==> src/rtl/weight_fetch_ctrl.sv <==
// Weight-tile fetch sequencer: issues SRAM reads, buffers data in a 2-entry FIFO, streams it out.
// Optional stall counter enabled by defining WEIGHT_FETCH_STALL_CNT_EN.
module weight_fetch_ctrl #(
  parameter int unsigned MEM_BW      = 128,
  parameter int unsigned ADDR_WIDTH  = 16,
  parameter int unsigned COUNT_WIDTH = 16
) (
  input  logic                   clk,
  input  logic                   arst_n_in,
  input  logic                   start,
  input  logic [ADDR_WIDTH-1:0]  base_addr,
  input  logic [COUNT_WIDTH-1:0] num_words,
  output logic                   busy,
  output logic                   done,
  output logic                   mem_re,
  output logic [ADDR_WIDTH-1:0]  mem_addr,
  input  logic [MEM_BW-1:0]      mem_rdata,
  output logic                   weights_valid,
  input  logic                   weights_ready,
  output logic [MEM_BW-1:0]      weights_data
`ifdef WEIGHT_FETCH_STALL_CNT_EN
  ,
  output logic [COUNT_WIDTH-1:0] stall_cycles
`endif
);

  typedef enum logic [1:0] {StIdle, StFetch, StDrain, StDone} state_e;

  state_e                 state_q, state_d;
  logic [ADDR_WIDTH-1:0]  addr_q, addr_d;
  logic [COUNT_WIDTH-1:0] cnt_q, cnt_d;
  logic                   outst_q;
  logic [MEM_BW-1:0]      fifo_q [2];
  logic                   rd_ptr_q, wr_ptr_q;
  logic [1:0]             occ_q, occ_d;
  logic                   push, pop, start_ok;
  logic [2:0]             inflight;

  assign start_ok      = (state_q == StIdle) && start;
  assign push          = outst_q;
  assign weights_valid = (occ_q != 2'd0);
  assign pop           = weights_valid && weights_ready;
  assign weights_data  = fifo_q[rd_ptr_q];
  assign mem_addr      = addr_q;
  assign occ_d         = occ_q + {1'b0, push} - {1'b0, pop};
  // Words held or in flight after this cycle's pop; a pop this cycle frees a slot immediately.
  assign inflight      = {1'b0, occ_q} + {2'b0, outst_q} - {2'b0, pop};

  // State register
  always_ff @(posedge clk or negedge arst_n_in) begin
    if (!arst_n_in) begin
      state_q <= StIdle;
    end else begin
      state_q <= state_d;
    end
  end

  // Next-state logic
  always_comb begin
    state_d = state_q;
    unique case (state_q)
      StIdle: begin
        if (start) begin
          state_d = (num_words == '0) ? StDone : StFetch;
        end
      end
      StFetch: begin
        if (mem_re && (cnt_q == COUNT_WIDTH'(1))) begin
          state_d = StDrain;
        end
      end
      StDrain: begin
        // A pending return would make occ_d non-zero, so this also covers outstanding reads.
        if (occ_d == 2'd0) begin
          state_d = StDone;
        end
      end
      StDone:  state_d = StIdle;
      default: state_d = StIdle;
    endcase
  end

  // Output logic
  always_comb begin
    busy   = (state_q == StFetch) || (state_q == StDrain);
    done   = (state_q == StDone);
    mem_re = (state_q == StFetch) && (inflight < 3'd2);
  end

  always_comb begin
    addr_d = addr_q;
    cnt_d  = cnt_q;
    if (start_ok) begin
      addr_d = base_addr;
      cnt_d  = num_words;
    end else if (mem_re) begin
      addr_d = addr_q + ADDR_WIDTH'(1);
      cnt_d  = cnt_q - COUNT_WIDTH'(1);
    end
  end

  always_ff @(posedge clk or negedge arst_n_in) begin
    if (!arst_n_in) begin
      addr_q    <= '0;
      cnt_q     <= '0;
      outst_q   <= 1'b0;
      occ_q     <= 2'd0;
      rd_ptr_q  <= 1'b0;
      wr_ptr_q  <= 1'b0;
      fifo_q[0] <= '0;
      fifo_q[1] <= '0;
    end else begin
      addr_q  <= addr_d;
      cnt_q   <= cnt_d;
      outst_q <= mem_re;
      occ_q   <= occ_d;
      if (push) begin
        fifo_q[wr_ptr_q] <= mem_rdata;
        wr_ptr_q         <= ~wr_ptr_q;
      end
      if (pop) begin
        rd_ptr_q <= ~rd_ptr_q;
      end
    end
  end

`ifdef WEIGHT_FETCH_STALL_CNT_EN
  logic [COUNT_WIDTH-1:0] stall_q, stall_d;

  always_comb begin
    stall_d = stall_q;
    if (start_ok) begin
      stall_d = '0;
    end else if (weights_valid && !weights_ready && (stall_q != '1)) begin
      stall_d = stall_q + COUNT_WIDTH'(1);
    end
  end

  always_ff @(posedge clk or negedge arst_n_in) begin
    if (!arst_n_in) begin
      stall_q <= '0;
    end else begin
      stall_q <= stall_d;
    end
  end

  assign stall_cycles = stall_q;
`endif

endmodule
==> config.mk <==
export PLATFORM = sky130hd
export DESIGN_NAME = weight_fetch_ctrl
export DESIGN_NICKNAME = d
export VERILOG_FILES = /design/src/rtl/weight_fetch_ctrl.sv
export SDC_FILE = /design/constraint.sdc
export NUM_CORES = 1
export LEC_CHECK = 0
export ABC_CLOCK_PERIOD_IN_PS = 3480
export BUFFER_PORTS_ARGS = -buffer_cell sky130_fd_sc_hd__buf_2
export CORE_MARGIN = 2
export CORE_UTILIZATION = 45
export DETAILED_ROUTE_END_ITERATION = 7
export GPL_TIMING_DRIVEN = 0
export HOLD_SLACK_MARGIN = 0.15
export PLACE_DENSITY = 0.71
export SLEW_MARGIN = 25
export SYNTH_ARGS = -nofsm -noshare
export SYNTH_HDL_FRONTEND = slang
export SYNTH_SLANG_ARGS = --single-unit
export TNS_END_PERCENT = 50
==> constraint.sdc <==
create_clock -name clk -period 3.48 [get_ports clk]
set_input_delay 0.87 -clock clk [delete_from_list [all_inputs] [get_ports clk]]
set_output_delay 0.87 -clock clk [all_outputs]
set_load 0.01 [all_outputs]
# [Yosys cells after proc, flatten, opt, wreduce, memory -nomap -nowiden]
# Cells that the tools add are included.
[classes] reduce_logical=12 eq_ne=7 n_addsub=6 n_bitwise=4 n_mux=15 magnitude_cmp=4
[op_table] cell="$mux 128" count=4
[op_table] cell="$bwmux 256" count=1
[op_table] cell="$demux 128 s1" count=1
[op_table] cell="$mux 16" count=4
[op_table] cell="$add 16x1->16 const B" count=1
[op_table] cell="$eq 16x1->1 const B" count=1
[op_table] cell="$logic_not 16->1" count=1
[op_table] cell="$sub 16x1->16 const B" count=1
[op_table] cell="$mux 2" count=4
[op_table] cell="$pmux 2 s4" count=1
[op_table] cell="$ne 2x2->1 const B" count=3
[op_table] cell="$logic_and 1x1->1" count=5
[op_table] cell="$eq 2x2->1 const B" count=2
[op_table] cell="$ge 2x2->1 const B" count=2
[op_table] cell="$logic_not 2->1" count=2
[op_table] cell="$not 1->2" count=2
[op_table] cell="$reduce_bool 2->1" count=2
[op_table] cell="$add 2x1->3" count=1
[op_table] cell="$lt 3x2->1 const B" count=1
[op_table] cell="$reduce_and 3->1" count=1
[op_table] cell="$sub 3x1->3" count=1
[op_table] cell="$add 2x1->2" count=1
[op_table] cell="$eq 2x1->1 const B" count=1
[op_table] cell="$lt 2x1->1 const B" count=1
[op_table] cell="other kinds (3)" count=4
[word_totals] register_bits=295 in_bits=164 out_inout_bits=148 wordCells=57

# [Longest topological paths before layout]
# Gate-level depths: netlist of run 1.
[logic_depth] ltp_word=8 depth_mapped=12 ltp_nobuf=11

# [Worst setup path before layout of run 1]
# OpenSTA, ideal clock, no wires.
[synth_timing] kind="input to output" startpoint="in weights_ready" endpoint="out mem_re" arrival_ps=2611 stages=7 n_path_buf=0 slack_ps=-1 required_time_ps=2610 path_cell_list="and2_1 > ha_1 > inv_1 > ha_1 > fa_1 > nand2b_1 > nor2_1"
[synth_via] elab_chain_cells=4
[synth_rtl] item="from (decl)" line_no="19" source="input logic weights_ready,"
[synth_rtl] item="$logic_and 1x1->1" line_no="42" source="assign pop = weights_valid && weights_ready;"
[synth_rtl] item="$sub 3x1->3" line_no="47" source="assign inflight = {1'b0, occ_q} + {2'b0, outst_q} - {2'b0, pop};"
[synth_rtl] item="net inflight[1]" line_no="37" source="logic [2:0] inflight;"
[synth_rtl] item="$lt 3x2->1" line_no="87" source="mem_re = (state_q == StFetch) && (inflight < 3'd2);"
[synth_rtl] item="$logic_and 1x1->1" line_no="87"
[synth_rtl] item="to (decl)" line_no="15" source="output logic mem_re,"
# The timed path passes the listed nets, and every way through them passes these cells.

# [Final worst setup path of run 1]
[layout_timing] startpoint="reg occ_q[1]" endpoint="out mem_re"
[layout_via] elab_chain_cells=5 word_cells_on_any_way=6
[layout_rtl] item="from (decl)" line_no="35" source="logic [1:0] occ_q, occ_d;"
[layout_rtl] item="from (signal assigned)" line_no="107" source="occ_q <= 2'd0;"
[layout_rtl] item="from (signal assigned)" line_no="116" source="occ_q <= occ_d;"
[layout_rtl] item="$reduce_bool 2->1" line_no="41" source="assign weights_valid = (occ_q != 2'd0);"
[layout_rtl] item="$logic_and 1x1->1" line_no="42"
[layout_rtl] item="net pop" line_no="36" source="logic push, pop, start_ok;"
[layout_rtl] item="$sub 3x1->3" line_no="47"
[layout_rtl] item="net inflight[1]" line_no="37"
[layout_rtl] item="$lt 3x2->1" line_no="87"
[layout_rtl] item="$logic_and 1x1->1" line_no="87"
# The timed path passes the listed nets, and every way through them passes these cells.

==> flow_metrics.py, run 1 <==
metrics = {
    "status": {
        "status": "completed",
    },
    "synthesis": {
        "postSynthCellCount": 943,
        "synth.avg_cell_area_um2": 14.0,
        "synth_commonest_cells": "mux2_2, dfrtp_1, clkbuf_1, nand2_1, nor2_1",
        "synth_cell_types": 42,
        "synth_top_area_share_pct": 55.7,
        "synth_fp_nets": 1118,
        "synth.area.top_cells": "dfrtp_1, mux2_2, clkbuf_1",
        "yosysWarningCount": 0,
        "async_flop_share_pct": 100,
        "syn_area_mm2": 0.0132,
        "synth_flop_cell": "dfrtp_1",
        "synth_top_area_cell": "dfrtp_1",
        "yosysMostFrequentCell": "mux2_2",
        "synth_edf_count": 0,
        "synth_seq_cells": 295,
        "ys_seq_area_share_pct": 55.7,
    },
    "detailed_routing": {
        "ant_nets": 0,
        "drtIter0Drc": 384,
        "route.detailed.drc": 0,
        "dr.pass1.iters": 4,
        "vias": 9000,
        "wirelength_mm": 31.8,
        "viasPerCell": 5.27,
        "wl_per_cell_um": 18.6,
    },
    "clock_network": {
        "cts_inserted_buffers": 34,
        "cts_tree": "done",
        "path_clk_slew_ps": 60,
        "cts_root_buf": "clkbuf_16",
        "clkLatencyLatePin_ps": 500,
        "cts.sinks": 295,
        "htreeDepth": 2,
        "clock_path_buffers": 3,
    },
    "critical_path": {
        "path_cells": "inv_2 -> nand2_4 -> and2_4 -> ha_4 -> inv_2 -> ha_4 -> fa_2 -> nand2b_4 -> nor2_4 -> buf_6",
        "path_buf_inv": 3,
        "critPathCaptureType": "output pin",
        "cp-start-kind": "flop",
        "r2r_cells": 13,
        "crit_fanout": 3,
        "crit_arrival_ps": 2580,
        "cp-endpoint": "mem_re",
        "cp_num_cells": 10,
        "critPathKind": "reg -> out",
        "r2r_end": "cnt_q[7]$_DFFE_PN0P_",
        "cp.required_ps": 2610,
        "crit_start": "occ_q[1]$_DFF_PN0_",
        "critPathTopFamily": "adder cells",
        "r2r_slack_ps": 190,
        "timing.critical_path.slowest_cell_delay_ps": 490,
        "regToRegStartpoint": "occ_q[1]$_DFF_PN0_",
        "slowest_stage": "fa_2",
    },
    "global_route": {
        "grt_pass1_vias": 9238,
        "grt-ovfl-total": 0,
        "grt_antenna_before_repair": 5,
        "grt_usage_pct": 20.1,
        "grt_max_degree": 87,
        "grt_pass1_wl_mm": 49.6,
    },
    "timing": {
        "hold_viol_final": 0,
        "finalWorstSetupSlack_ps": 31.2,
        "worst_clock_skew_ps": 9.74,
        "worstMarginPinSlew_ps": 852,
        "post-route-period-util_pct": 99.1,
        "maxSlewViolCount": 0,
        "setup-violations-final": 0,
        "slew_headroom_pct": 43.2,
        "rsz0062_at_grt": "yes",
        "fmaxAchievable_mhz": 290,
        "fin_crit_ps": 3450,
        "hold_slack_ps": 315,
    },
    "die": {
        "die_area_mm2": 0.0308,
        "die_h_um": 176,
        "core_mm2": 0.0289,
        "rows": 62,
        "start_util_pct": 45.9,
        "fp.dieW_um": 176,
        "io_pins": 312,
    },
    "power_and_ir_drop": {
        "seqPwrFrac_pct": 35.4,
        "pwr-share-clk_pct": 20.0,
        "internal_power_w": 0.0114,
        "power_leakage_nw": 7.46,
        "power_switching_w": 0.00587,
        "power.share.combinational_pct": 44.7,
        "power_density_mw_per_mm2": 1040,
        "switching_share_pct": 33.9,
        "ir_worst_vdd_uv": 543,
    },
    "placed_design": {
        "dp_hpwl_mm": 22.8,
        "detailedPlace.worstSlack_ps": -445,
        "io_buffers": 311,
        "gp_congestion": 0.812,
    },
    "final_layout": {
        "drive_above_1_share_pct": 59.1,
        "nFillCells": 2402,
        "final_nets": 1477,
        "register_area_mm2": 0.00738,
        "multi_input_area_mm2": 0.00568,
        "area.growth.synth_to_final_pct": 25.3,
    },
    "min_path": {
        "hold_class": "in -> async",
    },
    "job": {
        "maxCapViolations": 0,
    },
}
-- how the worst min path moves through the flow --
| stage | end | slack, ps | depth (start not counted) | startpoint |
|---|---|---|---|---|
| floorplan | wr_ptr_q$_DFFE_PN0P_ | 460 | 1 | wr_ptr_q$_DFFE_PN0P_ |
| global placement | wr_ptr_q$_DFFE_PN0P_ | 480 | 1 | wr_ptr_q$_DFFE_PN0P_ |
| detailed placement | fifo_q[85]$_DFFE_PN0P_ | 490 | 1 | fifo_q[85]$_DFFE_PN0P_ |
| CTS | fifo_q[209]$_DFFE_PN0P_ | 320 | 1 | arst_n_in |
| global route | fifo_q[209]$_DFFE_PN0P_ | 350 | 1 | arst_n_in |
| finish | fifo_q[209]$_DFFE_PN0P_ | 320 | 1 | arst_n_in |
-- power by group through the flow --
stage	Combinational (W)	Sequential, W	Clock, W
final	0.00773	0.00612	0.00346
after global routing	0.00835	0.00635	0.00370
after CTS	0.00767	0.00612	0.00354
after detailed placement	0.00755	0.00617	0
after global placement	0.00741	0.00606	0
after floorplan	0.00514	0.00592	0
-- per-stage QoR --
step,cells,util [%],cell area [um2],setup TNS (ps),power [W]
3_3_place_gp,1638,53.0,15300,-1171100,0.0135
5_1_grt,1709,57.5,16600,-34.2,0.0184
2_1_floorplan,943,-,13200,0,0.0111
4_1_cts,1700,57.1,16500,-195,0.0173
6_report,1709,57.5,16600,0,0.0173
3_5_place_dp,1641,53.3,15400,-2540,0.0137
-- placed cells by master (no fill, tap or decap), types with 12 or more instances in the layout --
cell	synthesis	routed
or4_1	13	13
clkbuf_16	0	35
mux2_2	385	385
nor2_1	24	23
clkbuf_1	46	51
nand2_1	25	24
dfrtp_1	295	294
a31oi_1	17	17
o21ai_0	16	16
buf_2	2	311
o31ai_1	12	12
-- cells by family (layout without fill, tap and decap cells) --
| logic type | after synthesis | after routing | synth area share [%] |
|---|---|---|---|
| adder cells (fa/ha/maj) | 11 | 11 | 1.10 |
| flip-flops | 295 | 295 | 55.7 |
| other | 0 | 2 | 0 |
| multiplexers | 387 | 387 | 32.9 |
| XOR/XNOR | 15 | 15 | 0.992 |
| AO/OA/AOI/OAI | 53 | 53 | 2.56 |
| buffers and inverters | 64 | 444 | 1.83 |
| AND/OR/NAND/NOR | 118 | 118 | 4.89 |
-- what timing repair did --
| action | CTS | global route |
|---|---|---|
| endpoints found under the setup margin | 102 | 6 |
| resized for setup | 8 | 12 |
| hold buffers | 0 | 0 |
| pin swaps | 2 | 5 |
| setup buffers | 2 | 7 |
-- registers in the layout, indices dropped and copies added, names as in the netlist --
name	count
fifo_q	256
cnt_q	16
mem_addr	16
occ_q	2
state_q	2
outst_q	1
rd_ptr_q	1
wr_ptr_q	1
-- per-layer routing --
layer  vias to the layer above  global-route usage, %  wire (um)  part of all wire, %
li1                       4149                      -          -                    -
met1                      4524                   26.0      13500                   43
met2                       272                   33.7      15400                   48
met3                        49                   5.26       2250                  7.1
met4                         6                   5.48        609                  1.9
met5                         -                      0         41                 0.13
-- cell type report --
class	count	share of cell area [%]
clock inverters	9	0.611
diodes	2	0.0302
plain buffers	52	1.21
multi-input cells	584	34.2
clock buffers	48	5.87
inverters	12	0.271
flip-flops and latches	295	44.5
well taps	384	2.90
repair buffers	323	10.4
Power figures use the tool's default switching activity.
==> run 2: changes to the inputs <==
--- a/config.mk
+++ b/config.mk
@@ -5,6 +5,7 @@
 export SDC_FILE = /design/constraint.sdc
 export NUM_CORES = 1
 export LEC_CHECK = 0
+export ABC_AREA = 1
 export ABC_CLOCK_PERIOD_IN_PS = 3480
 export BUFFER_PORTS_ARGS = -buffer_cell sky130_fd_sc_hd__buf_2
 export CORE_MARGIN = 2
==> run 2 against run 1 <==
Sequential power up 1%. Count of clock-buffer cells in the layout grew 1. Via count increased by 42%. Power rose by 6.3%. Cell area increased by 6.2%.
==> flow_metrics.py, run 2 <==
metrics = {
    "status": {
        "status": "completed",
    },
    "synthesis": {
        "synth_seq_cells": 295,
        "async_flop_share_pct": 100,
        "synth_top_area_share_pct": 51.7,
        "synth_edf_count": 0,
        "synth_top_area_cell": "dfrtp_1",
        "synth.avg_cell_area_um2": 8.05,
        "postSynthCellCount": 1775,
        "synth_flop_cell": "dfrtp_1",
        "synth_commonest_cells": "nand2_1, dfrtp_1, inv_1, o21ai_0, o21ai_2",
        "ys_seq_area_share_pct": 51.7,
        "synth_fp_nets": 1950,
        "yosysMostFrequentCell": "nand2_1",
        "synth_cell_types": 38,
        "syn_area_mm2": 0.0143,
        "synth.area.top_cells": "dfrtp_1, nand2_1, o21ai_2",
        "yosysWarningCount": 0,
    },
    "global_route": {
        "grt_max_degree": 86,
        "grt_pass1_vias": 12151,
        "grt-ovfl-total": 0,
        "grt_antenna_before_repair": 8,
        "grt_usage_pct": 23.9,
        "grt_pass1_wl_mm": 63.6,
    },
    "detailed_routing": {
        "vias": 12811,
        "ant_nets": 0,
        "wl_per_cell_um": 15.6,
        "wirelength_mm": 39.9,
        "drtIter0Drc": 808,
        "dr.pass1.iters": 5,
        "viasPerCell": 5.01,
        "route.detailed.drc": 0,
    },
    "timing": {
        "rsz0062_at_grt": "no",
        "worst_clock_skew_ps": 16.9,
        "fmaxAchievable_mhz": 298,
        "slew_headroom_pct": 46.9,
        "maxSlewViolCount": 0,
        "setup-violations-final": 0,
        "post-route-period-util_pct": 96.3,
        "fin_crit_ps": 3350,
        "worstMarginPinSlew_ps": 797,
        "setup_tns_ps": 0,
        "hold_viol_final": 0,
    },
    "clock_network": {
        "cts_tree": "done",
        "cts_root_buf": "clkbuf_16",
        "cts.sinks": 295,
        "clkLatencyLatePin_ps": 500,
        "htreeDepth": 2,
        "clock_path_buffers": 3,
        "path_clk_slew_ps": 60,
        "cts_hold_buf": 0,
        "cts_inserted_buffers": 34,
    },
    "min_path": {
        "hold_class": "in -> async",
    },
    "final_layout": {
        "final_nets": 2304,
        "top_register": "fifo_q",
        "area.growth.synth_to_final_pct": 23.3,
        "layout_commonest_cell": "nand2_1",
        "multi_input_area_mm2": 0.00568,
        "largest_reg_flops": 256,
        "post-route-cell-area_mm2": 0.0176,
        "final_util_pct": 56.1,
        "fin_cells": 2559,
        "nFillCells": 2893,
        "most-common-layout-cells": "nand2_1, buf_2, dfrtp_1",
        "drive_above_1_share_pct": 26.2,
        "register_area_mm2": 0.00738,
    },
    "power_and_ir_drop": {
        "ir_worst_vdd_uv": 407,
        "power_leakage_nw": 9.66,
        "total_power_w": 0.0184,
        "power_density_mw_per_mm2": 1040,
    },
    "die": {
        "fp.dieW_um": 182,
        "rows": 65,
        "core_mm2": 0.0314,
        "io_pins": 312,
        "die_h_um": 182,
        "die_area_mm2": 0.0332,
        "start_util_pct": 45.5,
    },
    "job": {
        "maxCapViolations": 0,
    },
    "critical_path": {
        "crit_start": "occ_q[1]$_DFF_PN0_",
        "cp-start-kind": "flop",
        "regToRegStartpoint": "occ_q[1]$_DFF_PN0_",
        "critPathKind": "reg -> out",
        "timing.critical_path.slowest_cell_delay_ps": 560,
        "crit_arrival_ps": 2480,
        "slowest_stage": "fa_2",
        "crit_fanout": 3,
        "cp.required_ps": 2610,
        "path_cells": "inv_2 -> nand2_2 -> nand2_2 -> inv_1 -> ha_1 -> inv_1 -> ha_1 -> fa_2 -> inv_2 -> nand2_4 -> nor2_8 -> buf_6",
        "critPathCaptureType": "output pin",
    },
    "placed_design": {
        "dp_hpwl_mm": 28.5,
        "gp_congestion": 0.900,
        "post_dp_cell_area_mm2": 0.0164,
        "io_buffers": 311,
        "post-place-cells": 2491,
    },
}
==> run 2: cell count changes after synthesis, moves of 15 or more <==
cell,previous run,this run
nand3_1,7,42
buf_2,2,25
o21ai_2,0,110
nand2_1,25,773
a31oi_1,17,2
mux2_2,385,0
clkbuf_1,46,31
buf_6,0,29
o21ai_1,0,15
inv_1,12,166
nor2_1,24,67
o21ai_0,16,146
==> run 2: path summary, 6_finish.rpt <==
check	slack, ps	endpoint	depth (start not counted)
worst min register to register	480	fifo_q[248]$_DFFE_PN0P_	2
min in group clk	480	fifo_q[248]$_DFFE_PN0P_	2
max in group asynchronous	2010	fifo_q[120]$_DFFE_PN0P_	3
worst max register to register	680	cnt_q[9]$_DFFE_PN0P_	16
worst max-delay path	130	mem_re	12
worst min-delay path	270	fifo_q[81]$_DFFE_PN0P_	1
==> run 2: kinds of logic after synthesis <==
logic type               count (synthesis)  synth area share [%]
AND/OR/NAND/NOR                        911                  25.1
XOR/XNOR                                 6                 0.368
buffers and inverters                  264                  8.72
adder cells (fa/ha/maj)                 11                  1.02
flip-flops                             295                  51.7
AO/OA/AOI/OAI                          288                  13.1
==> run 2: through the flow <==
stage | hold WS (ps) | worst slack [ps]
detailed placement | 467 | -202
floorplan | 453 | 316
CTS | 277 | 15.8
global placement | 464 | -3950
global route | 298 | 1.24
finish | 270 | 128
==> run 2: routing by layer <==
metal	vias up	GRT usage, %	part of all wire (%)
met3	71	3.45	7.0
met5	-	0	0.095
li1	6227	-	-
met2	470	38.8	47
met4	6	7.35	2.6
met1	6037	33.5	43
==> run 2: layout make-up <==
cell class	instances	share of cell area, %
antenna	5	0.0710
buffer	93	3.42
clock buffer	49	5.72
clock inverter	10	0.618
inverter	171	3.65
multi-input combinational	1216	32.2
sequential	295	41.9
tap	402	2.85
timing repair buffer	318	9.56
==> run 2: timing repair <==
| item | 4_1_cts | 5_1_grt |
|---|---|---|
| setup endpoints to repair | 1 | 1 |
| buffers inserted | 4 | 0 |
| gates resized for setup | 4 | 3 |
| pin swaps | 3 | 2 |
==> run 2: worst max-delay path: cells and delay by family (launching register included) <==
kind | cells | cell delay, ps
DFF | 1 | 380
and+or+nand+nor | 4 | 280
adders and majority gates | 3 | 1000
buffers and inverters | 5 | 320
==> run 2: power by group <==
group	internal, W	switching [W]	total [W]
combinational	0.00328	0.00538	0.00866
sequential	0.00518	0.00101	0.00619
clock	0.00216	0.00139	0.00355
==> run 3: changes to the inputs <==
--- a/config.mk
+++ b/config.mk
@@ -14,6 +14,7 @@
 export GPL_TIMING_DRIVEN = 0
 export HOLD_SLACK_MARGIN = 0.15
 export PLACE_DENSITY = 0.71
+export SETUP_SLACK_MARGIN = 0.15
 export SLEW_MARGIN = 25
 export SYNTH_ARGS = -nofsm -noshare
 export SYNTH_HDL_FRONTEND = slang
==> run 3 against run 2 <==
Sequential share of layout area decreased by 0.21 points. Sequential power is essentially flat. Cell area rose by 0.50%. Critical path depth is the same. Power rose by 0.57%. Cell count rose by 0.27%. Highest routed layer unchanged. Non-clock buffer count grew 7. Die area unchanged. Largest power group unchanged. Clock power hardly changed. Wire length up 0.60%. Flip-flop and latch count did not move. Setup slack better by 71 ps.
==> flow_metrics.py, run 3 (same netlist as run 2, synthesis figures left out) <==
metrics = {
    "job": {
        "maxCapViolations": 0,
    },
    "critical_path": {
        "critPathCaptureType": "output pin",
        "crit_fanout": 3,
        "crit_arrival_ps": 2410,
        "critPathKind": "reg -> out",
        "regToRegStartpoint": "occ_q[1]$_DFF_PN0_",
        "r2r_slack_ps": 620,
        "r2r_cells": 17,
        "cp-start-kind": "flop",
        "r2r_end": "cnt_q[9]$_DFFE_PN0P_",
        "cp.required_ps": 2610,
    },
    "clock_network": {
        "path_clk_slew_ps": 60,
        "cts_root_buf": "clkbuf_16",
        "cts_tree": "done",
        "cts_inserted_buffers": 34,
        "cts.sinks": 295,
        "htreeDepth": 2,
        "clkLatencyLatePin_ps": 500,
        "clock_path_buffers": 3,
        "cts_hold_buf": 0,
    },
    "final_layout": {
        "final_util_pct": 56.4,
        "drive_above_1_share_pct": 26.6,
        "fin_cells": 2566,
        "largest_reg_flops": 256,
        "most-common-layout-cells": "nand2_1, buf_2, dfrtp_1",
        "final_nets": 2311,
        "top_register": "fifo_q",
        "area.growth.synth_to_final_pct": 23.9,
        "layout_commonest_cell": "nand2_1",
    },
    "die": {
        "start_util_pct": 45.5,
        "die_h_um": 182,
        "rows": 65,
        "io_pins": 312,
        "core_mm2": 0.0314,
        "fp.dieW_um": 182,
        "die_area_mm2": 0.0332,
    },
    "placed_design": {
        "detailedPlace.worstSlack_ps": -202,
        "gp_congestion": 0.900,
        "io_buffers": 311,
        "dp_hpwl_mm": 28.5,
        "post-place-cells": 2491,
    },
    "power_and_ir_drop": {
        "ir_worst_vdd_uv": 405,
        "pwr-share-clk_pct": 19.2,
        "power_density_mw_per_mm2": 1040,
        "switching_share_pct": 42.3,
        "seqPwrFrac_pct": 33.5,
        "internal_power_w": 0.0107,
        "power_leakage_nw": 9.69,
        "power.share.combinational_pct": 47.4,
        "power_switching_w": 0.00782,
    },
    "global_route": {
        "grt_pass1_vias": 12164,
        "grt-ovfl-total": 0,
        "grt_pass1_wl_mm": 63.8,
        "grt_antenna_before_repair": 8,
        "grt_usage_pct": 24.0,
        "grt_max_degree": 86,
    },
    "timing": {
        "setup_tns_ps": 0,
        "finalWorstSetupSlack_ps": 199,
        "worstMarginPinSlew_ps": 793,
        "hold_slack_ps": 269,
        "maxSlewViolCount": 0,
        "worst_clock_skew_ps": 16.2,
        "hold_viol_final": 0,
        "slew_headroom_pct": 47.2,
        "fmaxAchievable_mhz": 305,
        "fin_crit_ps": 3280,
        "post-route-period-util_pct": 94.3,
        "setup-violations-final": 0,
        "rsz0062_at_grt": "yes",
    },
    "min_path": {
        "hold_class": "in -> async",
    },
    "detailed_routing": {
        "viasPerCell": 5.00,
        "dr.pass1.iters": 5,
        "wirelength_mm": 40.1,
        "wl_per_cell_um": 15.6,
        "ant_nets": 0,
        "drtIter0Drc": 854,
        "route.detailed.drc": 0,
        "vias": 12819,
    },
    "status": {
        "status": "completed",
    },
}
## run 3: cell count changes in the layout (fill, tap and decap cells not counted)
cell,change
buf_4,+7
ha_1,-2
ha_4,+2
inv_1,-2
inv_2,+2
nand2_2,-2
nand2_4,+2
## run 3: per-stage QoR
stage | total power, W | instance area [um2]
final | 0.0185 | 17700
after global routing | 0.0200 | 17700
after CTS | 0.0186 | 17700
after detailed placement | 0.0148 | 16400
after global placement | 0.0146 | 16400
after floorplan | 0.0116 | 14300
## run 3: worst max-delay path by stage
stage / start / endpoint / cells past startpoint
6_report: occ_q[1]$_DFF_PN0_ / mem_re / 12
5_1_grt: occ_q[1]$_DFF_PN0_ / mem_re / 12
4_1_cts: occ_q[1]$_DFF_PN0_ / mem_re / 12
3_5_place_dp: weights_ready / mem_re / 11
3_3_place_gp: arst_n_in / mem_addr[1]$_DFFE_PN0P_ / 1
2_1_floorplan: weights_ready / mem_re / 9
## run 3: metal layers
| metal | vias up | wire [um] | track usage (%) |
|---|---|---|---|
| li1 | 6240 | - | - |
| met1 | 6078 | 17700 | 33.6 |
| met2 | 427 | 18900 | 38.8 |
| met3 | 68 | 2530 | 3.45 |
| met4 | 6 | 996 | 7.39 |
| met5 | - | 33 | 0 |
## run 3: cell type report
| cell class | count | area, um2 |
|---|---|---|
| multi-input combinational | 1216 | 5710 |
| antenna | 5 | 12.5 |
| timing repair buffer | 325 | 1740 |
| fill | 2889 | 13700 |
| tap | 402 | 503 |
| inverter | 171 | 643 |
| sequential | 295 | 7380 |
| clock buffer | 49 | 1010 |
| clock inverter | 10 | 109 |
| buffer | 93 | 603 |
## run 3: power groups by stage
stage | Combinational [W] | Clock (W) | Sequential, W
floorplan | 0.00562 | 0 | 0.00602
global placement | 0.00841 | 0 | 0.00615
detailed placement | 0.00861 | 0 | 0.00622
CTS | 0.00877 | 0.00361 | 0.00618
global route | 0.00982 | 0.00375 | 0.00640
finish | 0.00876 | 0.00355 | 0.00619
## run 3: repair_timing
item,in CTS,in global routing
gates cloned,0,0
setup buffers,7,4
endpoints found under the setup margin,1,1
gates resized for setup,11,3
pin swaps,6,3
## run 3: critical path, stage by stage, from the launching register on
cell	delay, ps
dfrtp_1	380
inv_2	80
nand2_4	60
nand2_4	70
inv_2	50
ha_4	250
inv_2	40
ha_4	140
fa_2	550
inv_2	60
nand2_4	80
nor2_8	40
buf_6	110
